`config.mk`:
```
export PLATFORM = sky130hd
export DESIGN_NAME = div_unit
export DESIGN_NICKNAME = d
export VERILOG_FILES = /design/src/rtl/div_unit.sv
export SDC_FILE = /design/constraint.sdc
export NUM_CORES = 1
export LEC_CHECK = 0
export BUFFER_PORTS_ARGS = -buffer_cell sky130_fd_sc_hd__buf_2
export CAP_MARGIN = 25
export CORE_MARGIN = 2
export CORE_UTILIZATION = 60
export CTS_CLUSTER_SIZE = 10
export DETAILED_ROUTE_END_ITERATION = 7
export GPL_TIMING_DRIVEN = 1
export PLACE_DENSITY = 0.86
export SLEW_MARGIN = 20
export SYNTH_ARGS = -nofsm -noshare
export SYNTH_HDL_FRONTEND = slang
export SYNTH_SLANG_ARGS = --single-unit
```
`constraint.sdc`:
```
create_clock -name clk -period 5.37 [get_ports clk]
set_input_delay 0.2685 -clock clk [delete_from_list [all_inputs] [get_ports clk]]
set_output_delay 0.2685 -clock clk [all_outputs]
set_load 0.01 [all_outputs]
```
`src/rtl/div_unit.sv`:
```
// div_unit: iterative radix-2 restoring divider for DIV/DIVU in the execute stage.
//
// One quotient bit is produced per BUSY cycle, MSB first. Signed operands are
// converted to magnitudes on accept and the signs are reapplied on the last
// iteration. While the divide is in flight the pipeline is held through stall_o.
// Quotient and remainder are published on hi_o/lo_o when DONE is entered, and
// DONE produces a one-cycle HI/LO write enable.
//
// Ports:
//   clk             clock, rising edge
//   rst             asynchronous active-high reset
//   start_i         divide requested by the instruction in E (held while in E)
//   signed_i        1 = DIV (two's complement), 0 = DIVU; sampled with start_i
//   annul_i         cancel current or pending operation (E-stage flush)
//   a_i             dividend (rs)
//   b_i             divisor (rt)
//   stall_o         pipeline hold request (combinational)
//   result_valid_o  one-cycle HI/LO write enable
//   hi_o            remainder
//   lo_o            quotient
module div_unit #(
    parameter int unsigned WIDTH = 32
) (
    input  logic             clk,
    input  logic             rst,
    input  logic             start_i,
    input  logic             signed_i,
    input  logic             annul_i,
    input  logic [WIDTH-1:0] a_i,
    input  logic [WIDTH-1:0] b_i,
    output logic             stall_o,
    output logic             result_valid_o,
    output logic [WIDTH-1:0] hi_o,
    output logic [WIDTH-1:0] lo_o
);

    localparam int unsigned     CntW    = (WIDTH > 1) ? $clog2(WIDTH) : 1;
    localparam logic [CntW-1:0] CntLast = CntW'(WIDTH - 1);

    typedef enum logic [1:0] {
        StIdle,
        StBusy,
        StDone
    } state_e;

    state_e           state_q, state_d;
    logic [CntW-1:0]  cnt_q, cnt_d;
    logic [WIDTH-1:0] divisor_q, divisor_d;
    // Holds the remaining dividend bits in its upper part and the quotient bits
    // shifted in from the bottom; after WIDTH shifts it is the whole quotient.
    logic [WIDTH-1:0] quot_q, quot_d;
    logic [WIDTH-1:0] rem_q, rem_d;
    logic             q_neg_q, q_neg_d;
    logic             r_neg_q, r_neg_d;
    logic [WIDTH-1:0] hi_q, hi_d;
    logic [WIDTH-1:0] lo_q, lo_d;

    // Operand conditioning for accept.
    logic             a_neg, b_neg;
    logic [WIDTH-1:0] a_abs, b_abs;

    assign a_neg = signed_i & a_i[WIDTH-1];
    assign b_neg = signed_i & b_i[WIDTH-1];
    // The most negative value maps onto itself, which is the correct magnitude
    // when read as unsigned.
    assign a_abs = a_neg ? (-a_i) : a_i;
    assign b_abs = b_neg ? (-b_i) : b_i;

    // One restoring step.
    logic [WIDTH:0]   rem_shift;
    logic [WIDTH:0]   trial;
    logic             q_bit;
    logic [WIDTH-1:0] rem_next;
    logic [WIDTH-1:0] quot_next;

    assign rem_shift = {rem_q, quot_q[WIDTH-1]};
    assign trial     = rem_shift - {1'b0, divisor_q};
    assign q_bit     = (rem_shift >= {1'b0, divisor_q});
    // The kept remainder is always below the divisor, so WIDTH bits suffice.
    assign rem_next  = q_bit ? trial[WIDTH-1:0] : rem_shift[WIDTH-1:0];
    assign quot_next = {quot_q[WIDTH-2:0], q_bit};

    logic unused_trial_msb;
    assign unused_trial_msb = trial[WIDTH];

    always_comb begin
        state_d        = state_q;
        cnt_d          = cnt_q;
        divisor_d      = divisor_q;
        quot_d         = quot_q;
        rem_d          = rem_q;
        q_neg_d        = q_neg_q;
        r_neg_d        = r_neg_q;
        hi_d           = hi_q;
        lo_d           = lo_q;
        stall_o        = 1'b0;
        result_valid_o = 1'b0;

        unique case (state_q)
            StIdle: begin
                if (start_i && !annul_i) begin
                    q_neg_d   = a_neg ^ b_neg;
                    r_neg_d   = a_neg;
                    divisor_d = b_abs;
                    quot_d    = a_abs;
                    rem_d     = '0;
                    cnt_d     = '0;
                    if (b_i == '0) begin
                        // Divide by zero completes without holding the pipe.
                        hi_d    = a_i;
                        lo_d    = '1;
                        state_d = StDone;
                    end else begin
                        stall_o = 1'b1;
                        state_d = StBusy;
                    end
                end
            end

            StBusy: begin
                if (annul_i) begin
                    // Flushed: drop the operation, leave all registers untouched.
                    state_d = StIdle;
                end else begin
                    stall_o = 1'b1;
                    rem_d   = rem_next;
                    quot_d  = quot_next;
                    cnt_d   = cnt_q + CntW'(1);
                    if (cnt_q == CntLast) begin
                        lo_d    = q_neg_q ? (-quot_next) : quot_next;
                        hi_d    = r_neg_q ? (-rem_next) : rem_next;
                        state_d = StDone;
                    end
                end
            end

            StDone: begin
                // start_i is still high here as the instruction leaves E; ignore it.
                result_valid_o = ~annul_i;
                state_d        = StIdle;
            end

            default: begin
                state_d = StIdle;
            end
        endcase
    end

    always_ff @(posedge clk or posedge rst) begin
        if (rst) begin
            state_q   <= StIdle;
            cnt_q     <= '0;
            divisor_q <= '0;
            quot_q    <= '0;
            rem_q     <= '0;
            q_neg_q   <= 1'b0;
            r_neg_q   <= 1'b0;
            hi_q      <= '0;
            lo_q      <= '0;
        end else begin
            state_q   <= state_d;
            cnt_q     <= cnt_d;
            divisor_q <= divisor_d;
            quot_q    <= quot_d;
            rem_q     <= rem_d;
            q_neg_q   <= q_neg_d;
            r_neg_q   <= r_neg_d;
            hi_q      <= hi_d;
            lo_q      <= lo_d;
        end
    end

    assign hi_o = hi_q;
    assign lo_o = lo_q;

endmodule

```
==> results of run 1 <==
critical path, cell delays in order (launching register included):
cell       delay [ns]
dfrtp_1          0.43
ha_1             0.47
a21oi_1          0.24
o21ai_0          0.12
a41o_1           0.29
o31a_1           0.34
nor2_2           0.29
buf_4            0.23
nand2_2          0.09
inv_2            0.12
mux2i_1          0.29
ha_1             0.29
a21boi_4         0.34
nand3_2          0.15
o41ai_2          0.38
xor2_1           0.27
a2bb2oi_1        0.18
kinds of logic after synthesis:
| kind of cell | synth area share (%) |
|---|---|
| xor gates and xnor gates | 8.45 |
| and+or+nand+nor | 21.0 |
| AOI/OAI and AO/OA | 24.3 |
| buffers and inverters | 4.81 |
| muxes | 3.38 |
| adders and majority gates | 3.99 |
| DFF | 34.0 |
path summary, 6_finish.rpt:
check / startpoint / endpoint / slack, ns / cells after the start
setup / recovery: rem_q[23]$_DFFE_PP0P_ / hi_o[30]$_DFFE_PP0P_ / 0.76 / 16
hold / removal: annul_i / state_q[0]$_DFFE_PP0P_ / 0.03 / 2
setup reg to reg: rem_q[23]$_DFFE_PP0P_ / hi_o[30]$_DFFE_PP0P_ / 0.76 / 16
hold reg to reg: divisor_q[9]$_DFFE_PP0P_ / divisor_q[9]$_DFFE_PP0P_ / 0.48 / 2
max in group asynchronous: rst / quot_q[22]$_DFFE_PP0P_ / 3.93 / 4
min in group asynchronous: rst / hi_o[6]$_DFFE_PP0P_ / 0.37 / 3
layer usage:
metal	track usage (%)	up-vias	share of wire [%]
met2	52.6	624	46
met1	45.4	5668	43
met4	12.3	0	3.5
met5	0	-	0
li1	-	5685	-
met3	5.19	116	8.1
through the flow:
stage	worst slack [ns]	utilization, %	std cells
global route	0.465	68.2	1907
finish	0.762	68.2	1907
detailed placement	0.903	65.1	1873
global placement	1.00	65.1	1872
CTS	0.861	68.0	1905
floorplan	0.526	-	1540
power groups by stage:
stage | Combinational, mW | Clock [mW] | Sequential [mW]
final | 5.06 | 1.24 | 2.17
after detailed placement | 4.92 | 0 | 2.18
after global routing | 5.52 | 1.30 | 2.23
after floorplan | 3.59 | 0 | 2.16
after CTS | 4.96 | 1.24 | 2.16
after global placement | 4.84 | 0 | 2.15
cell usage in the layout (no fill, tap or decap), types with 5 or more instances in the layout:
cell / count
buf_2: 134
nand3b_1: 7
nand4_1: 12
inv_1: 56
and3_1: 18
nand2b_1: 9
a2111oi_0: 5
o21ai_0: 171
a31oi_1: 23
nand3_1: 26
xnor2_1: 56
clkbuf_16: 17
nand2_1: 203
a211oi_1: 6
a21o_1: 16
ha_1: 38
nor4_1: 14
a21oi_1: 145
o41ai_1: 9
o22ai_1: 6
o31ai_1: 22
or3_1: 30
and2_1: 13
xor2_1: 64
o211ai_1: 5
mux2i_1: 33
nor2b_1: 7
or2_2: 6
nor3_1: 28
dfrtp_1: 169
inv_8: 6
or4_1: 9
mux2_2: 8
o21a_1: 8
buf_4: 12
o41ai_2: 6
nor2_1: 126
area by class of cell:
| cell class | instances | area (sq um) |
|---|---|---|
| Clock buffer | 18 | 439 |
| Timing Repair Buffer | 150 | 830 |
| Sequential cell | 169 | 4230 |
| Tap cell | 270 | 338 |
| Inverter | 59 | 226 |
| Multi-Input combinational cell | 1227 | 7630 |
| Fill cell | 1689 | 6450 |
| Clock inverter | 14 | 151 |
sequential cells by signal, indices dropped and copies added (netlist names):
register	flops
cnt_q	5
divisor_q	32
hi_o	32
lo_o	32
q_neg_q	1
quot_q	32
r_neg_q	1
rem_q	32
state_q	2
timing repair:
| action | 4_1_cts | 5_1_grt |
|---|---|---|
| endpoints found under the setup margin | 0 | 0 |
| hold buffers | 0 | 1 |
| endpoints found under the hold margin | 0 | 36 |
==> impl_metrics.yaml, run 1 <==
grt:
  grt_pass1_wl_um: 58300
  antenna_found_initial: 0
  grt.overflow.total: 0
  grt_max_degree: 109
  grt_pass1_vias: 11300
  grt_usage_pct: 32.9
timing:
  relSlewSlack_pct: 38.5
  finalCriticalPeriod_ns: 4.61
  max_freq_mhz: 217
  grt_setup_unrepaired: "false"
  slew_viol_final: 0
  final-setup-viol-count: 0
  hold_viol_final: 0
  worstMarginPinSlew_ns: 0.920
  period_share_pct: 85.8
  fin_tns_setup_ns: 0
  whs_ns: 0.0330
  skew_ns: 0.0152
pwr:
  p_seq_share_pct: 25.7
  clkPwrFrac_pct: 14.6
  p_sw_mw: 4.21
  p_comb_share_pct: 59.7
  p_int_mw: 4.26
  p_sw_share_pct: 49.7
  power_leakage_nw: 6.08
  power_mw: 8.47
  ir_worst_vdd_mv: 0.272
  power.density_nw_per_um2: 612
yosys:
  yosysSeqAreaShare_pct: 34.0
  synth_edf_count: 0
  syn_inst: 1540
  synth_top_area_share_pct: 34.0
  synth-seq-cells: 169
  synth-async-reset-ratio_pct: 100
  ys_types: 93
  synth.most_common_cell: "nand2_1"
  synth_area_sq_um: 12400
  ys_top_cells_by_count: "nand2_1 (203), o21ai_0 (171), dfrtp_1 (169), a21oi_1 (145), nor2_1 (127)"
  ys.flop_type: "dfrtp_1"
  yosysTopAreaCell: "dfrtp_1"
  syn-num-nets: 1648
  synthTopCellsByArea: "dfrtp_1 (34%), o21ai_0 (6.9%), nand2_1 (6.1%)"
  yosysWarnings: 0
  syn_area_per_cell_sq_um: 8.07
route:
  drt-vias-per-instance: 6.34
  antenna_left: 0
  vias: 12100
  wire_per_inst_um: 18.6
  route.detailed.drc: 0
  routed_wirelength_um: 35500
  firstDrtPassIters: 7
  drt-initial-drc-count: 1079
clock_network:
  cts_root_buf: "clkbuf_16"
  cts.path.max_buffers: 2
  cts_sinks: 169
  post_cts_buffers: 0
  cts_buffers: 17
  htreeDepth: 4
  cts_resized: 0
  path_clk_slew_ns: 0.07
  worstSkewPairLatency_ns: 0.44
  cts_tree: "yes"
finish:
  syn_to_final_growth_pct: 11.4
  fin_area_sq_um: 13800
  drive_gt1_share_pct: 14.7
  diodes: 0
  final_net_count: 1732
floorplan:
  dieWidth_um: 148
  core_sq_um: 20300
  die_area_sq_um: 21900
  initial_core_util_pct: 61.2
  io_pins: 135
  die_h_um: 148
  rows: 52
worst_setup_path:
  path_max_fanout: 15
  cp-end-kind: "flop"
  critPathLaunchType: "flop"
  worstSetupPathType: "flop to flop"
  cp.arrival_ns: 4.97
  cp.required_ns: 5.73
placed_design:
  place_congestion: 0.963
  dp_hpwl_um: 26300
  portBuffers: 134
  placed_cell_area_sq_um: 13200
flow_run:
  drv_cap: 0
worst_hold_path:
  hold_path.class: "input pin to flop"
run_status:
  status: "completed"
No activity file was read; power rests on OpenSTA's default activity.
==> run 2: changes to the inputs <==
--- a/config.mk
+++ b/config.mk
@@ -7,12 +7,13 @@
 export LEC_CHECK = 0
 export BUFFER_PORTS_ARGS = -buffer_cell sky130_fd_sc_hd__buf_2
 export CAP_MARGIN = 25
+export CORE_ASPECT_RATIO = 0.7
 export CORE_MARGIN = 2
-export CORE_UTILIZATION = 60
+export CORE_UTILIZATION = 50
 export CTS_CLUSTER_SIZE = 10
 export DETAILED_ROUTE_END_ITERATION = 7
 export GPL_TIMING_DRIVEN = 1
-export PLACE_DENSITY = 0.86
+export PLACE_DENSITY = 0.75
 export SLEW_MARGIN = 20
 export SYNTH_ARGS = -nofsm -noshare
 export SYNTH_HDL_FRONTEND = slang
==> run 2 against run 1 <==
- clock skew shrank 0.0052 ns
- largest power group unchanged
- sequential cell count stayed put
- highest routed layer unchanged
- setup slack got worse by 0.12 ns
- critical path type unchanged
==> impl_metrics.yaml, run 2 (synthesis results as in run 1) <==
clock_network:
  cts.path.max_buffers: 2
  worstSkewPairLatency_ns: 0.45
  path_clk_slew_ns: 0.07
  cts_tree: "yes"
  htreeDepth: 4
  cts_buffers: 17
  cts_hold_buffers: 1
  cts_root_buf: "clkbuf_16"
  cts_sinks: 169
  cts_resized: 0
  post_cts_buffers: 0
finish:
  num-fill-cells: 2316
  multi_input_area_sq_um: 7630
  syn_to_final_growth_pct: 12.4
  seqCellArea_sq_um: 4230
  fin_area_sq_um: 14000
  layout_common_cells: "nand2_1 (203), o21ai_0 (171), dfrtp_1 (169), a21oi_1 (145), buf_2 (134)"
  final_net_count: 1741
  layout_commonest_cell: "nand2_1"
  drive_gt1_share_pct: 14.8
grt:
  antenna_found_initial: 1
  grt_pass1_vias: 11200
  grt_usage_pct: 31.4
  grt.overflow.total: 0
  grt_max_degree: 80
  grt_pass1_wl_um: 62800
timing:
  skew_ns: 0.00998
  slew_viol_final: 0
  whs_ns: 0.0786
  finalCriticalPeriod_ns: 4.73
  grt_setup_unrepaired: "false"
  hold_viol_final: 0
  relSlewSlack_pct: 38.2
  worstMarginPinSlew_ns: 0.928
  max_freq_mhz: 211
  final-setup-viol-count: 0
  fin_tns_setup_ns: 0
  period_share_pct: 88.1
run_status:
  status: "completed"
worst_hold_path:
  hold_path.class: "input pin to flop"
floorplan:
  rows: 48
  core_sq_um: 24600
  dieWidth_um: 192
  die_h_um: 136
  die_area_sq_um: 26200
  initial_core_util_pct: 50.6
  io_pins: 135
route:
  vias: 12200
  firstDrtPassIters: 5
  wire_per_inst_um: 20.5
  route.detailed.drc: 0
  drt-initial-drc-count: 1291
  routed_wirelength_um: 40400
  antenna_left: 0
  drt-vias-per-instance: 6.20
worst_setup_path:
  worst_path_max_delay_cell: "ha_1"
  cp.arrival_ns: 5.05
  path_max_fanout: 40
  critPathMaxStageDelay_ns: 0.52
  critPathLaunchType: "flop"
  worstSetupPathType: "flop to flop"
  cp_cell_sequence: "ha_1, a21o_1, a31o_2, o21ai_1, a311oi_2, nand3_2, nand2_2, buf_4, a21oi_1, inv_1, ha_1, a21boi_4, nand4_1, o31ai_1, xnor2_1, o22ai_1"
  cp-end-kind: "flop"
  cp_common_cell: "ha_1"
  cp.required_ns: 5.69
flow_run:
  drv_cap: 0
placed_design:
  placed_cell_area_sq_um: 13400
  dp_hpwl_um: 30800
  place_congestion: 0.966
  portBuffers: 134
pwr:
  power_leakage_nw: 6.11
  ir_worst_vdd_mv: 0.320
  power.density_nw_per_um2: 624
[run 2: area by class of cell]
cell class	instances	area share [%]
antenna	1	0.0179
sequential	169	30.3
timing repair buffer	159	6.36
multi-input combinational	1227	54.6
inverter	59	1.62
tap	325	2.91
clock buffer	22	3.18
clock inverter	10	1.05
[run 2: path summary, 6_finish.rpt]
path,slack [ns],end,start,depth (start not counted)
worst max-delay path,0.64,hi_o[24]$_DFFE_PP0P_,rem_q[3]$_DFFE_PP0P_,16
worst min-delay path,0.08,state_q[0]$_DFFE_PP0P_,annul_i,2
worst max register to register,0.64,hi_o[24]$_DFFE_PP0P_,rem_q[3]$_DFFE_PP0P_,16
worst min register to register,0.48,divisor_q[2]$_DFFE_PP0P_,divisor_q[2]$_DFFE_PP0P_,2
max in group asynchronous,3.57,divisor_q[8]$_DFFE_PP0P_,rst,4
min in group asynchronous,0.50,lo_o[3]$_DFFE_PP0P_,rst,3
[run 2: power breakdown]
part           switching, mW  internal, mW  total (mW)
clock                  0.556         0.735        1.29
sequential             0.451          1.73        2.18
combinational           3.32          1.94        5.26
total                   4.33          4.40        8.72
[run 2: per-stage QoR]
step	instances	setup slack (ns)	util, %	power [mW]
floorplan	1540	0.526	-	5.74
global placement	1936	0.991	54.3	7.21
detailed placement	1937	0.798	54.4	7.27
CTS	1970	0.788	56.8	8.59
global route	1971	0.382	56.9	9.31
finish	1972	0.638	56.9	8.72
[run 2: worst max-delay path, delay by kind of cell, from the launching register on]
kind | cells | cell delay, ns
and+or+nand+nor | 3 | 0.48
xor gates and xnor gates | 1 | 0.19
AOI/OAI and AO/OA | 8 | 2.14
buffers and inverters | 2 | 0.61
adders and majority gates | 2 | 0.74
DFF | 1 | 0.42
[run 2: routing by layer]
metal	GRT usage (%)	routed length (um)	part of all wire [%]	up-vias
li1	-	-	-	5717
met1	46.6	18700	46	5861
met2	42.4	16300	40	584
met3	10.3	4540	11	68
met4	9.84	954	2.4	0
met5	0	0	0	-
